[config.mk]
export PLATFORM = sky130hd
export DESIGN_NAME = mc_ctrl_fsm
export DESIGN_NICKNAME = d
export VERILOG_FILES = /design/src/rtl/mc_ctrl_pkg.sv /design/src/rtl/mc_ctrl_fsm_opcode_class.sv /design/src/rtl/mc_ctrl_fsm.sv
export SDC_FILE = /design/constraint.sdc
export NUM_CORES = 1
export LEC_CHECK = 0
export CAP_MARGIN = 20
export CORE_AREA = 10 10 82 84
export CTS_CLUSTER_DIAMETER = 200
export DETAILED_ROUTE_END_ITERATION = 12
export DIE_AREA = 0 0 92 94
export GPL_TIMING_DRIVEN = 0
export PLACE_DENSITY = 0.95
export REMOVE_ABC_BUFFERS = 1
export SYNTH_ARGS = -nofsm -noshare
export SYNTH_HDL_FRONTEND = slang
export SYNTH_SLANG_ARGS = --single-unit
[constraint.sdc]
create_clock -name clk -period 5.95 [get_ports clk]
set_input_delay 0.595 -clock clk [delete_from_list [all_inputs] [get_ports clk]]
set_output_delay 0.595 -clock clk [all_outputs]
set_load 0.02 [all_outputs]
[src/rtl/mc_ctrl_pkg.sv]
// mc_ctrl_pkg: shared encodings for the multicycle control FSM.
// States, opcode map, control-word layout and trap causes.
package mc_ctrl_pkg;

  typedef enum logic [3:0] {
    S_FETCH    = 4'd0,
    S_DECODE   = 4'd1,
    S_MEMCOMP  = 4'd2,
    S_MEMRD    = 4'd3,
    S_WB       = 4'd4,
    S_MEMWR    = 4'd5,
    S_EXEC     = 4'd6,
    S_RCOMP    = 4'd7,
    S_BRANCH   = 4'd8,
    S_JUMP     = 4'd9,
    S_IEXEC_SE = 4'd10,
    S_IEXEC_ZE = 4'd11,
    S_TRAP     = 4'd15
  } state_e;

  typedef enum logic [3:0] {
    C_NOOP,
    C_RTYPE,
    C_JUMP,
    C_BRANCH,
    C_IMM_SE,
    C_IMM_ZE,
    C_LI,
    C_LOAD,
    C_STORE,
    C_ILLEGAL
  } opclass_e;

  localparam logic [5:0] OP_NOOP   = 6'h00;
  localparam logic [5:0] OP_J      = 6'h01;
  localparam logic [5:0] OP_R_LO   = 6'h10;
  localparam logic [5:0] OP_R_HI   = 6'h17;
  localparam logic [5:0] OP_BR_LO  = 6'h21;
  localparam logic [5:0] OP_BR_HI  = 6'h23;
  localparam logic [5:0] OP_ISE_LO = 6'h32;
  localparam logic [5:0] OP_ISE_HI = 6'h33;
  localparam logic [5:0] OP_IZE_LO = 6'h34;
  localparam logic [5:0] OP_IZE_HI = 6'h37;
  localparam logic [5:0] OP_LI     = 6'h39;
  localparam logic [5:0] OP_LWI    = 6'h3B;
  localparam logic [5:0] OP_SWI    = 6'h3C;
  localparam logic [5:0] OP_LW     = 6'h3D;

  localparam int CW_PCWRITECOND = 15;
  localparam int CW_PCWRITE     = 14;
  localparam int CW_IORD        = 13;
  localparam int CW_MEMREAD     = 12;
  localparam int CW_MEMWRITE    = 11;
  localparam int CW_MEMTOREG    = 10;
  localparam int CW_IRWRITE     = 9;
  localparam int CW_PCSRC_LSB   = 7;
  localparam int CW_ALUOP_LSB   = 5;
  localparam int CW_ALUSRCB_LSB = 3;
  localparam int CW_ALUSRCA     = 2;
  localparam int CW_REGWRITE    = 1;
  localparam int CW_REGDST      = 0;

  localparam logic [15:0] CW_FETCH   = 16'h5208;
  localparam logic [15:0] CW_DECODE  = 16'h0010;
  localparam logic [15:0] CW_MEMCOMP = 16'h0074;
  localparam logic [15:0] CW_MEMRD   = 16'h3000;
  localparam logic [15:0] CW_WB      = 16'h0422;
  localparam logic [15:0] CW_MEMWR   = 16'h2834;
  localparam logic [15:0] CW_EXEC    = 16'h0024;
  localparam logic [15:0] CW_IEXEC   = 16'h0034;
  localparam logic [15:0] CW_RCOMP   = 16'h0002;
  localparam logic [15:0] CW_BRANCH  = 16'h80DC;
  localparam logic [15:0] CW_JUMP    = 16'h4100;
  localparam logic [15:0] CW_TRAP    = 16'h0000;

  localparam logic [1:0] TC_NONE    = 2'b00;
  localparam logic [1:0] TC_ILLEGAL = 2'b01;
  localparam logic [1:0] TC_TIMEOUT = 2'b10;

  function automatic logic [15:0] cw_of(state_e s);
    case (s)
      S_FETCH:    return CW_FETCH;
      S_DECODE:   return CW_DECODE;
      S_MEMCOMP:  return CW_MEMCOMP;
      S_MEMRD:    return CW_MEMRD;
      S_WB:       return CW_WB;
      S_MEMWR:    return CW_MEMWR;
      S_EXEC:     return CW_EXEC;
      S_IEXEC_SE: return CW_IEXEC;
      S_IEXEC_ZE: return CW_IEXEC;
      S_RCOMP:    return CW_RCOMP;
      S_BRANCH:   return CW_BRANCH;
      S_JUMP:     return CW_JUMP;
      default:    return CW_TRAP;
    endcase
  endfunction

  // Whether the opcode now on the bus may legally own this state.
  function automatic logic op_ok(state_e s, opclass_e c);
    case (s)
      S_DECODE:   return c != C_ILLEGAL;
      S_MEMCOMP:  return c inside {C_LI, C_LOAD, C_STORE};
      S_MEMRD:    return c == C_LOAD;
      S_WB:       return c == C_LOAD;
      S_MEMWR:    return c == C_STORE;
      S_EXEC:     return c == C_RTYPE;
      S_IEXEC_SE: return c == C_IMM_SE;
      S_IEXEC_ZE: return c == C_IMM_ZE;
      S_RCOMP:    return c inside {C_RTYPE, C_IMM_SE, C_IMM_ZE, C_LI};
      S_BRANCH:   return c == C_BRANCH;
      S_JUMP:     return c == C_JUMP;
      default:    return 1'b1;
    endcase
  endfunction

endpackage

[src/rtl/mc_ctrl_fsm_opcode_class.sv]
// mc_opcode_class: combinational opcode-to-class decoder.
// Shared by DECODE routing and the mid-instruction legality checks.
module mc_opcode_class
  import mc_ctrl_pkg::*;
(
  input  logic [5:0] i_opcode,
  output logic [3:0] o_class
);

  always_comb begin
    o_class = C_ILLEGAL;
    unique case (1'b1)
      i_opcode == OP_NOOP:
        o_class = C_NOOP;
      i_opcode == OP_J:
        o_class = C_JUMP;
      i_opcode >= OP_R_LO && i_opcode <= OP_R_HI:
        o_class = C_RTYPE;
      i_opcode >= OP_BR_LO && i_opcode <= OP_BR_HI:
        o_class = C_BRANCH;
      i_opcode >= OP_ISE_LO && i_opcode <= OP_ISE_HI:
        o_class = C_IMM_SE;
      i_opcode >= OP_IZE_LO && i_opcode <= OP_IZE_HI:
        o_class = C_IMM_ZE;
      i_opcode == OP_LI:
        o_class = C_LI;
      i_opcode == OP_LWI || i_opcode == OP_LW:
        o_class = C_LOAD;
      i_opcode == OP_SWI:
        o_class = C_STORE;
      default:
        o_class = C_ILLEGAL;
    endcase
  end

endmodule

[src/rtl/mc_ctrl_fsm.sv]
// mc_ctrl_fsm: multicycle control FSM with memory handshake and sticky trap.
// Optional performance counters: define MC_CTRL_PERF_CNT_EN.
module mc_ctrl_fsm
  import mc_ctrl_pkg::*;
#(
  parameter int MEM_TIMEOUT = 15,
  parameter int CNT_W       = 32
) (
  input  logic             clk,
  input  logic             reset,
  input  logic [5:0]       opcode,
  input  logic             mem_ready,
  output logic [15:0]      ctrl_word,
  output logic [3:0]       state_o,
  output logic             trap,
  output logic [1:0]       trap_cause,
  output logic [CNT_W-1:0] instr_retired,
  output logic [CNT_W-1:0] stall_cycles
);

  localparam logic [7:0] TO_LIM = 8'(MEM_TIMEOUT);

  state_e     r_state;
  logic       r_trap;
  logic [1:0] r_cause;
  logic [7:0] r_wait;
  logic [3:0] w_class_raw;
  opclass_e   w_cls;
  logic       w_mem_st;
  logic       w_waiting;
  logic       w_timeout;
  logic       w_bad_op;

  mc_opcode_class u_cls (
    .i_opcode (opcode),
    .o_class  (w_class_raw)
  );

  assign w_cls     = opclass_e'(w_class_raw);
  assign w_mem_st  = (r_state == S_FETCH) ||
                     (r_state == S_MEMRD) ||
                     (r_state == S_MEMWR);
  assign w_waiting = w_mem_st && !mem_ready;
  assign w_timeout = w_waiting && (r_wait == TO_LIM);
  assign w_bad_op  = !op_ok(r_state, w_cls);

  always_ff @(posedge clk) begin
    if (reset) begin
      r_state <= S_FETCH;
      r_trap  <= 1'b0;
      r_cause <= TC_NONE;
      r_wait  <= 8'd0;
    end else begin
      r_wait <= w_waiting ? r_wait + 8'd1 : 8'd0;
      if (w_bad_op) begin
        r_state <= S_TRAP;
        r_trap  <= 1'b1;
        r_cause <= TC_ILLEGAL;
      end else if (w_timeout) begin
        r_state <= S_TRAP;
        r_trap  <= 1'b1;
        r_cause <= TC_TIMEOUT;
      end else begin
        case (r_state)
          S_FETCH:
            if (mem_ready) r_state <= S_DECODE;
          S_DECODE:
            case (w_cls)
              C_NOOP:   r_state <= S_FETCH;
              C_RTYPE:  r_state <= S_EXEC;
              C_JUMP:   r_state <= S_JUMP;
              C_BRANCH: r_state <= S_BRANCH;
              C_IMM_SE: r_state <= S_IEXEC_SE;
              C_IMM_ZE: r_state <= S_IEXEC_ZE;
              default:  r_state <= S_MEMCOMP;
            endcase
          S_MEMCOMP:
            case (w_cls)
              C_LI:    r_state <= S_RCOMP;
              C_LOAD:  r_state <= S_MEMRD;
              default: r_state <= S_MEMWR;
            endcase
          S_MEMRD:
            if (mem_ready) r_state <= S_WB;
          S_MEMWR:
            if (mem_ready) r_state <= S_FETCH;
          S_EXEC, S_IEXEC_SE, S_IEXEC_ZE:
            r_state <= S_RCOMP;
          S_WB, S_RCOMP, S_BRANCH, S_JUMP:
            r_state <= S_FETCH;
          S_TRAP:
            r_state <= S_TRAP;
          default:
            r_state <= S_TRAP;
        endcase
      end
    end
  end

  // PC/IR writes in FETCH wait for the memory to deliver the word.
  always_comb begin
    ctrl_word = 16'h0000;
    if (!reset) begin
      ctrl_word = cw_of(r_state);
      if (r_state == S_FETCH && !mem_ready) begin
        ctrl_word[CW_PCWRITE] = 1'b0;
        ctrl_word[CW_IRWRITE] = 1'b0;
      end
    end
  end

  assign state_o    = r_state;
  assign trap       = r_trap;
  assign trap_cause = r_cause;

`ifdef MC_CTRL_PERF_CNT_EN
  localparam logic [CNT_W-1:0] ONE = CNT_W'(1);

  logic [CNT_W-1:0] r_retired;
  logic [CNT_W-1:0] r_stalls;
  logic             w_retire;

  assign w_retire = !w_bad_op && (
    (r_state == S_DECODE && w_cls == C_NOOP) ||
    (r_state == S_MEMWR && mem_ready) ||
    (r_state == S_WB) || (r_state == S_RCOMP) ||
    (r_state == S_BRANCH) || (r_state == S_JUMP));

  always_ff @(posedge clk) begin
    if (reset) begin
      r_retired <= '0;
      r_stalls  <= '0;
    end else begin
      if (w_retire && !(&r_retired))
        r_retired <= r_retired + ONE;
      if (w_waiting && !(&r_stalls))
        r_stalls <= r_stalls + ONE;
    end
  end

  assign instr_retired = r_retired;
  assign stall_cycles  = r_stalls;
`else
  assign instr_retired = '0;
  assign stall_cycles  = '0;
`endif

endmodule

==> flow_summary_export.csv, run 1 <==
group,metric,value,unit
setup_path,cp_data_required_time,6.11,ns
setup_path,critPathLaunchType,"input port",
clocking,cts_sinks,29,
pwr,p_sw,424,µW
place,gp_congestion,0.852,
clocking,postCtsHoldBufs,0,
worst_hold_path,hp-class,"reg2reg",
logic_synthesis,netlist.area_leader.share,24.2,%
route,topRoutingLayerUsed,"met4",
logic_synthesis,synth_cell_type_count,62,
pwr,leakage,0.00103,µW
clocking,clk_pin_slew_worst_paths,0.06,ns
cells_and_area,area_growth,4.74,%
pwr,power.density,382,nW/µm²
global_route,grt_pass1_vias,1910,
route,met3_length,621,µm
setup_path,path_max_fanout,17,
pwr,pwr-share-seq,32.1,%
logic_synthesis,synth_top_area_cell,"dfxtp_1",
pwr,ir_worst_vdd,205,µV
logic_synthesis,synth-seq-cells,29,
route,via_count,1907,
route,wl_per_cell,13.3,µm
clocking,clkLatencyLatePin,0.28,ns
floorplan,core_area,5070,µm²
outcome,status,"finished clean",
logic_synthesis,synth_edf_count,0,
route,viasPerCell,4.90,
timing,setup_violations,0,
logic_synthesis,netlist_area,2400,µm²
pwr,combPwrFrac,52.5,%
logic_synthesis,async_flop_share,0,%
floorplan,die_height,94,µm
floorplan,pin_count,96,
floorplan,chipWidth,92,µm
timing,max_freq,254,MHz
logic_synthesis,ys_warn_count,0,
logic_synthesis,yosysSeqAreaShare,24.2,%
pwr,sw_frac_of_total,44.2,%
setup_path,critPathKind,"in2reg",
floorplan,dieArea,8650,µm²
timing,clock_skew,0.00423,ns
cells_and_area,antenna_cells,0,
logic_synthesis,synth_ff_type,"dfxtp_1",
global_route,antenna_found_initial,0,
cells_and_area,drive_gt1_share,5.33,%
route,wl_met2,2530,µm
timing,maxSlewViolCount,0,
pwr,p_total,959,µW
clocking,clock_tree.root_cell,"clkbuf_8",
route,drt_drc_violations_left,0,
cells_and_area,nets,332,
clocking,clockBufferDepth,2,
timing,period_minus_slack,3.94,ns
global_route,grt_max_degree,28,
timing,tightestPinTransition,0.941,ns
clocking,cts_tree,"built",
timing,tns,0,ns
logic_synthesis,synth_cells,304,
place,port_buffers,30,
global_route,grt_usage,11.4,%
clocking,cts_buffers,5,
clocking,htreeDepth,2,
timing,period_share,66.1,%
job,max-cap-violations,0,
setup_path,critPathCaptureType,"flop",
clocking,cts_resized,0,
global_route,grt_pass1_wl,8520,µm
global_route,grt.overflow.total,0,
route,drt_iter0_drc,225,
floorplan,initial_core_util,47.3,%
logic_synthesis,synth_area_leaders,"dfxtp_1 24%, buf_4 21%, nor2b_1 4.7%, nor2_1 3.6%, a21oi_1 3.1%",
timing,rsz0062_at_grt,"false",
route,antenna_left,0,
place,place_hpwl,4020,µm
pwr,power.internal,536,µW
timing,relSlewSlack,37.0,%
setup_path,worstPathArrival,4.10,ns
route,drt_pass1_iterations,4,
pwr,power_frac_clock,15.4,%
route,routed_wl,5190,µm
clocking,post_cts_buffers,0,
timing,hold_violations,0,
logic_synthesis,syn_avg_cell_area,7.89,µm²
route,met1_length,1970,µm
floorplan,num_rows,26,
-- metrics by stage --
step | util [%] | area, µm² | std cells | hold WS (ns) | worst slack, ns
5_1_grt | 49.5 | 2510 | 389 | 0.472 | 1.77
6_report | 49.5 | 2510 | 389 | 0.451 | 2.01
2_1_floorplan | - | 2040 | 281 | 0.418 | 2.94
3_5_place_dp | 47.9 | 2430 | 381 | 0.443 | 1.78
3_3_place_gp | 47.9 | 2430 | 381 | 0.430 | 1.89
4_1_cts | 49.5 | 2510 | 389 | 0.455 | 2.08
-- worst max-delay path: stages --
cell and delay, ns:
clkdlybuf4s50_1 0.82, nor3b_4 0.31, mux2i_1 0.12, a311oi_2 0.29
a21oi_1 0.07, or4b_4 0.67, a21oi_1 0.29, inv_1 0.12
ha_1 0.25, nor3b_1 0.15, a31oi_1 0.17, o211a_1 0.17
o22ai_1 0.06
-- cells in the mapped netlist (5+ instances only) --
master,n
a21oi_1,15
and2_1,6
buf_2,12
buf_4,68
clkbuf_1,6
dfxtp_1,29
ha_1,5
inv_1,9
nand2_1,14
nand2b_1,6
nor2_1,23
nor2b_1,18
nor3_1,5
o211ai_1,5
o21ai_0,6
xnor2_1,5
-- area by class of cell --
cell class | instances | area, µm²
well taps | 70 | 87.6
repair buffers | 30 | 300
flip-flops and latches | 29 | 581
clock inverters | 2 | 10.0
inverters | 9 | 33.8
clock buffers | 6 | 72.6
fillers | 477 | 2560
multi-input cells | 243 | 1430
-- cell usage in the layout (no fill, tap or decap), types with 3 or more instances in the layout --
cell and instances:
o21ai_0 6, nand3_1 4, xnor2_1 5, nand2b_1 6
clkbuf_8 5, nand2_1 14, a21oi_1 15, xor2_1 4
inv_1 9, a21o_1 3, o22ai_1 4, nor2_1 23
nor4b_1 3, nor4_1 4, conb_1 65, nor3b_1 3
o211ai_1 5, dfxtp_1 29, nor2b_1 18, and2_1 6
clkdlybuf4s50_1 30, a211oi_1 3, ha_1 5, nor3_1 5
-- power by group through the flow --
stage / Clock (µW) / Combinational [µW] / Sequential [µW]
3_5_place_dp: 0 / 496 / 309
3_3_place_gp: 0 / 482 / 307
2_1_floorplan: 0 / 339 / 311
5_1_grt: 160 / 557 / 316
6_report: 148 / 504 / 308
4_1_cts: 152 / 499 / 306
-- final timing paths --
kind,start,end,slack [ns],cells past startpoint
max,opcode[5],flop,2.01,13
min,r_wait[0]$_SDFF_PP0_,r_wait[0]$_SDFF_PP0_,0.45,1
max reg2reg,state_o[0]$_SDFFE_PP0N_,flop,2.54,12
min reg2reg,r_wait[0]$_SDFF_PP0_,r_wait[0]$_SDFF_PP0_,0.45,1
-- metal layers --
metal	vias up	global-route usage, %
li1	936	-
met1	864	11.9
met2	101	19.3
met3	6	6.39
met4	0	2.96
met5	-	0
-- kinds of logic (layout without fill, tap and decap cells) --
group	after synthesis	count (layout)	synth area share (%)
AO/OA/AOI/OAI	60	60	17.5
XOR/XNOR	9	9	3.28
adder cells (fa/ha/maj)	6	6	3.02
buffers and inverters	96	47	26.3
flip-flops	29	29	24.2
multiplexers	4	4	1.77
other	1	65	0.156
AND/OR/NAND/NOR	99	99	23.8
Power figures use the tool's default switching activity.
==> inputs of run 2 (changes only) <==
--- a/config.mk
+++ b/config.mk
@@ -6,12 +6,12 @@
 export NUM_CORES = 1
 export LEC_CHECK = 0
 export CAP_MARGIN = 20
-export CORE_AREA = 10 10 82 84
+export CORE_AREA = 10 10 89 91
 export CTS_CLUSTER_DIAMETER = 200
 export DETAILED_ROUTE_END_ITERATION = 12
-export DIE_AREA = 0 0 92 94
+export DIE_AREA = 0 0 99 101
 export GPL_TIMING_DRIVEN = 0
-export PLACE_DENSITY = 0.95
+export PLACE_DENSITY = 0.88
 export REMOVE_ABC_BUFFERS = 1
 export SYNTH_ARGS = -nofsm -noshare
 export SYNTH_HDL_FRONTEND = slang
==> constraint.sdc (replaced) <==
create_clock -name clk -period 3.3 [get_ports clk]
set_input_delay 0.33 -clock clk [delete_from_list [all_inputs] [get_ports clk]]
set_output_delay 0.33 -clock clk [all_outputs]
set_load 0.02 [all_outputs]
==> run 2 against run 1 <==
Against the previous run:
- global-route usage down 1.7 points
- total power up 81%
- final cell count up 1.8%
- sequential power up 84%
- worst setup slack worse by 1.7 ns
- via count up 0.31%
- die area up 16%
- non-clock buffer count unchanged
- sequential share of layout area up 0.44 points
==> flow_summary_export.csv, run 2 (synthesis results as in run 1) <==
group,metric,value,unit
outcome,status,"finished clean",
route,via_count,1913,
timing,period_minus_slack,3.00,ns
setup_path,critPathSlowestCell,"or4b_4",
global_route,grt_pass1_vias,1849,
clocking,clock_tree.root_cell,"clkbuf_8",
setup_path,crit_chain,"clkbuf_2, nor3b_4, mux2i_1, a311oi_2, a21oi_1, or4b_4, a21oi_1, inv_1, ha_1, nor3b_1, a31oi_1, o211a_1, o22ai_1",
setup_path,critPathMaxStageDelay,0.66,ns
global_route,antenna_found_initial,0,
timing,hold_slack,0.464,ns
cells_and_area,final_common_cell,"conb_1",
clocking,htreeDepth,2,
route,routed_wl,5180,µm
global_route,grt.overflow.total,0,
pwr,pwr-share-seq,32.6,%
route,wl_per_cell,13.1,µm
floorplan,dieArea,10000,µm²
place,place_hpwl,3970,µm
worst_hold_path,hp-class,"reg2reg",
setup_path,cp_top_family,"simple AND/OR/NAND/NOR gates",
clocking,post_cts_buffers,0,
place,dpl.cell_count,388,
route,drt_drc_violations_left,0,
timing,tightestPinTransition,0.982,ns
clocking,cts_tree,"built",
global_route,grt_use_met1,9.88,%
timing,maxSlewViolCount,0,
cells_and_area,nets,332,
floorplan,pin_count,96,
floorplan,chipWidth,99,µm
timing,tns,0,ns
place,dp_slack,-0.557,ns
setup_path,path_max_fanout,17,
floorplan,num_rows,29,
clocking,cts_sinks,29,
clocking,postCtsHoldBufs,0,
floorplan,core_area,6200,µm²
timing,relSlewSlack,34.3,%
timing,max_freq,334,MHz
global_route,globalRouteMet3Util,4.25,%
setup_path,critPathCaptureType,"flop",
clocking,clkLatencyLatePin,0.28,ns
cells_and_area,drive_gt1_share,7.84,%
cells_and_area,layout_common_cells,"65 x conb_1, 25 x dfxtp_1, 24 x clkdlybuf4s50_1, 23 x nor2_1, 18 x nor2b_1",
cells_and_area,num-fill-cells,612,
timing,setup_violations,0,
setup_path,critPathKind,"in2reg",
route,drt_pass1_iterations,4,
floorplan,die_height,101,µm
clocking,clk_pin_slew_worst_paths,0.06,ns
pwr,p_sw,763,µW
setup_path,critPathLaunchType,"input port",
pwr,power_frac_clock,15.7,%
setup_path,cp_data_required_time,3.45,ns
timing,hold_violations,0,
timing,rsz0062_at_grt,"false",
global_route,grt_pass1_wl,8410,µm
route,viasPerCell,4.83,
route,drt_iter0_drc,233,
timing,setup_slack,0.302,ns
cells_and_area,area_growth,5.01,%
pwr,sw_frac_of_total,43.9,%
place,port_buffers,30,
global_route,grt_usage,9.62,%
timing,period_share,90.8,%
cells_and_area,antenna_cells,0,
place,gp_congestion,0.856,
global_route,grt_max_degree,28,
clocking,clockBufferDepth,2,
pwr,ir_worst_vdd,274,µV
pwr,power.density,690,nW/µm²
setup_path,critPathBufInv,2,
cells_and_area,instances_no_fill,396,
route,antenna_left,0,
pwr,power.internal,975,µW
setup_path,path_common_cell,"a21oi_1",
clocking,cts_buffers,5,
pwr,combPwrFrac,51.7,%
floorplan,initial_core_util,38.7,%
setup_path,worstPathArrival,3.15,ns
job,max-cap-violations,0,
pwr,leakage,0.00105,µW
global_route,busiest_layer,"met2",
global_route,met2_usage,16.9,%
timing,clock_skew,0.00776,ns
-- run 2: cell count changes in the layout (fill, tap and decap cells not counted), moves of 2 or more --
| cell | before | now |
|---|---|---|
| clkdlybuf4s50_1 | 30 | 24 |
| clkbuf_2 | 0 | 4 |
| dfxtp_1 | 29 | 25 |
| dfxtp_4 | 0 | 3 |
| dlymetal6s2s_1 | 0 | 2 |
-- run 2: per-layer routing --
| metal | vias up | part of all wire [%] |
|---|---|---|
| met4 | 0 | 1.8 |
| met1 | 884 | 40 |
| met3 | 15 | 9.1 |
| li1 | 938 | - |
| met2 | 76 | 49 |
| met5 | - | 0 |
-- run 2: power groups by stage --
stage / registers [µW] / logic (µW) / clock network, µW
after global placement: 555 / 870 / 0
after floorplan: 560 / 612 / 0
final: 566 / 899 / 273
after global routing: 586 / 991 / 292
after CTS: 554 / 897 / 278
after detailed placement: 560 / 892 / 0
-- run 2: worst paths after layout --
path | cells after the start | from | slack (ns) | to
worst max-delay path | 13 | opcode[5] | 0.30 | flop
worst min-delay path | 1 | r_wait[0]$_SDFF_PP0_ | 0.46 | r_wait[0]$_SDFF_PP0_
worst max register to register | 12 | state_o[2]$_SDFFE_PP0N_ | 0.31 | flop
worst min register to register | 1 | r_wait[0]$_SDFF_PP0_ | 0.46 | r_wait[0]$_SDFF_PP0_
-- run 2: final cells by class --
type / instances / area [µm²] / share of cell area (%)
tap: 77 / 96.3 / 3.82
multi-input combinational: 243 / 1430 / 56.7
clock inverter: 2 / 10.0 / 0.397
clock buffer: 6 / 72.6 / 2.88
inverter: 9 / 33.8 / 1.34
timing repair buffer: 30 / 285 / 11.3
sequential: 29 / 593 / 23.5
-- run 2: what timing repair did --
| item | CTS | global route |
|---|---|---|
| gates resized for setup | 7 | 15 |
| pin swaps | 0 | 0 |
| setup endpoints to repair | 7 | 5 |
-- run 2: metrics by stage --
stage / area [µm²] / total power (µW) / util [%]
6_report: 2520 / 1740 / 40.6
5_1_grt: 2520 / 1870 / 40.6
4_1_cts: 2520 / 1730 / 40.6
3_5_place_dp: 2440 / 1450 / 39.3
3_3_place_gp: 2440 / 1430 / 39.3
2_1_floorplan: 2040 / 1170 / -
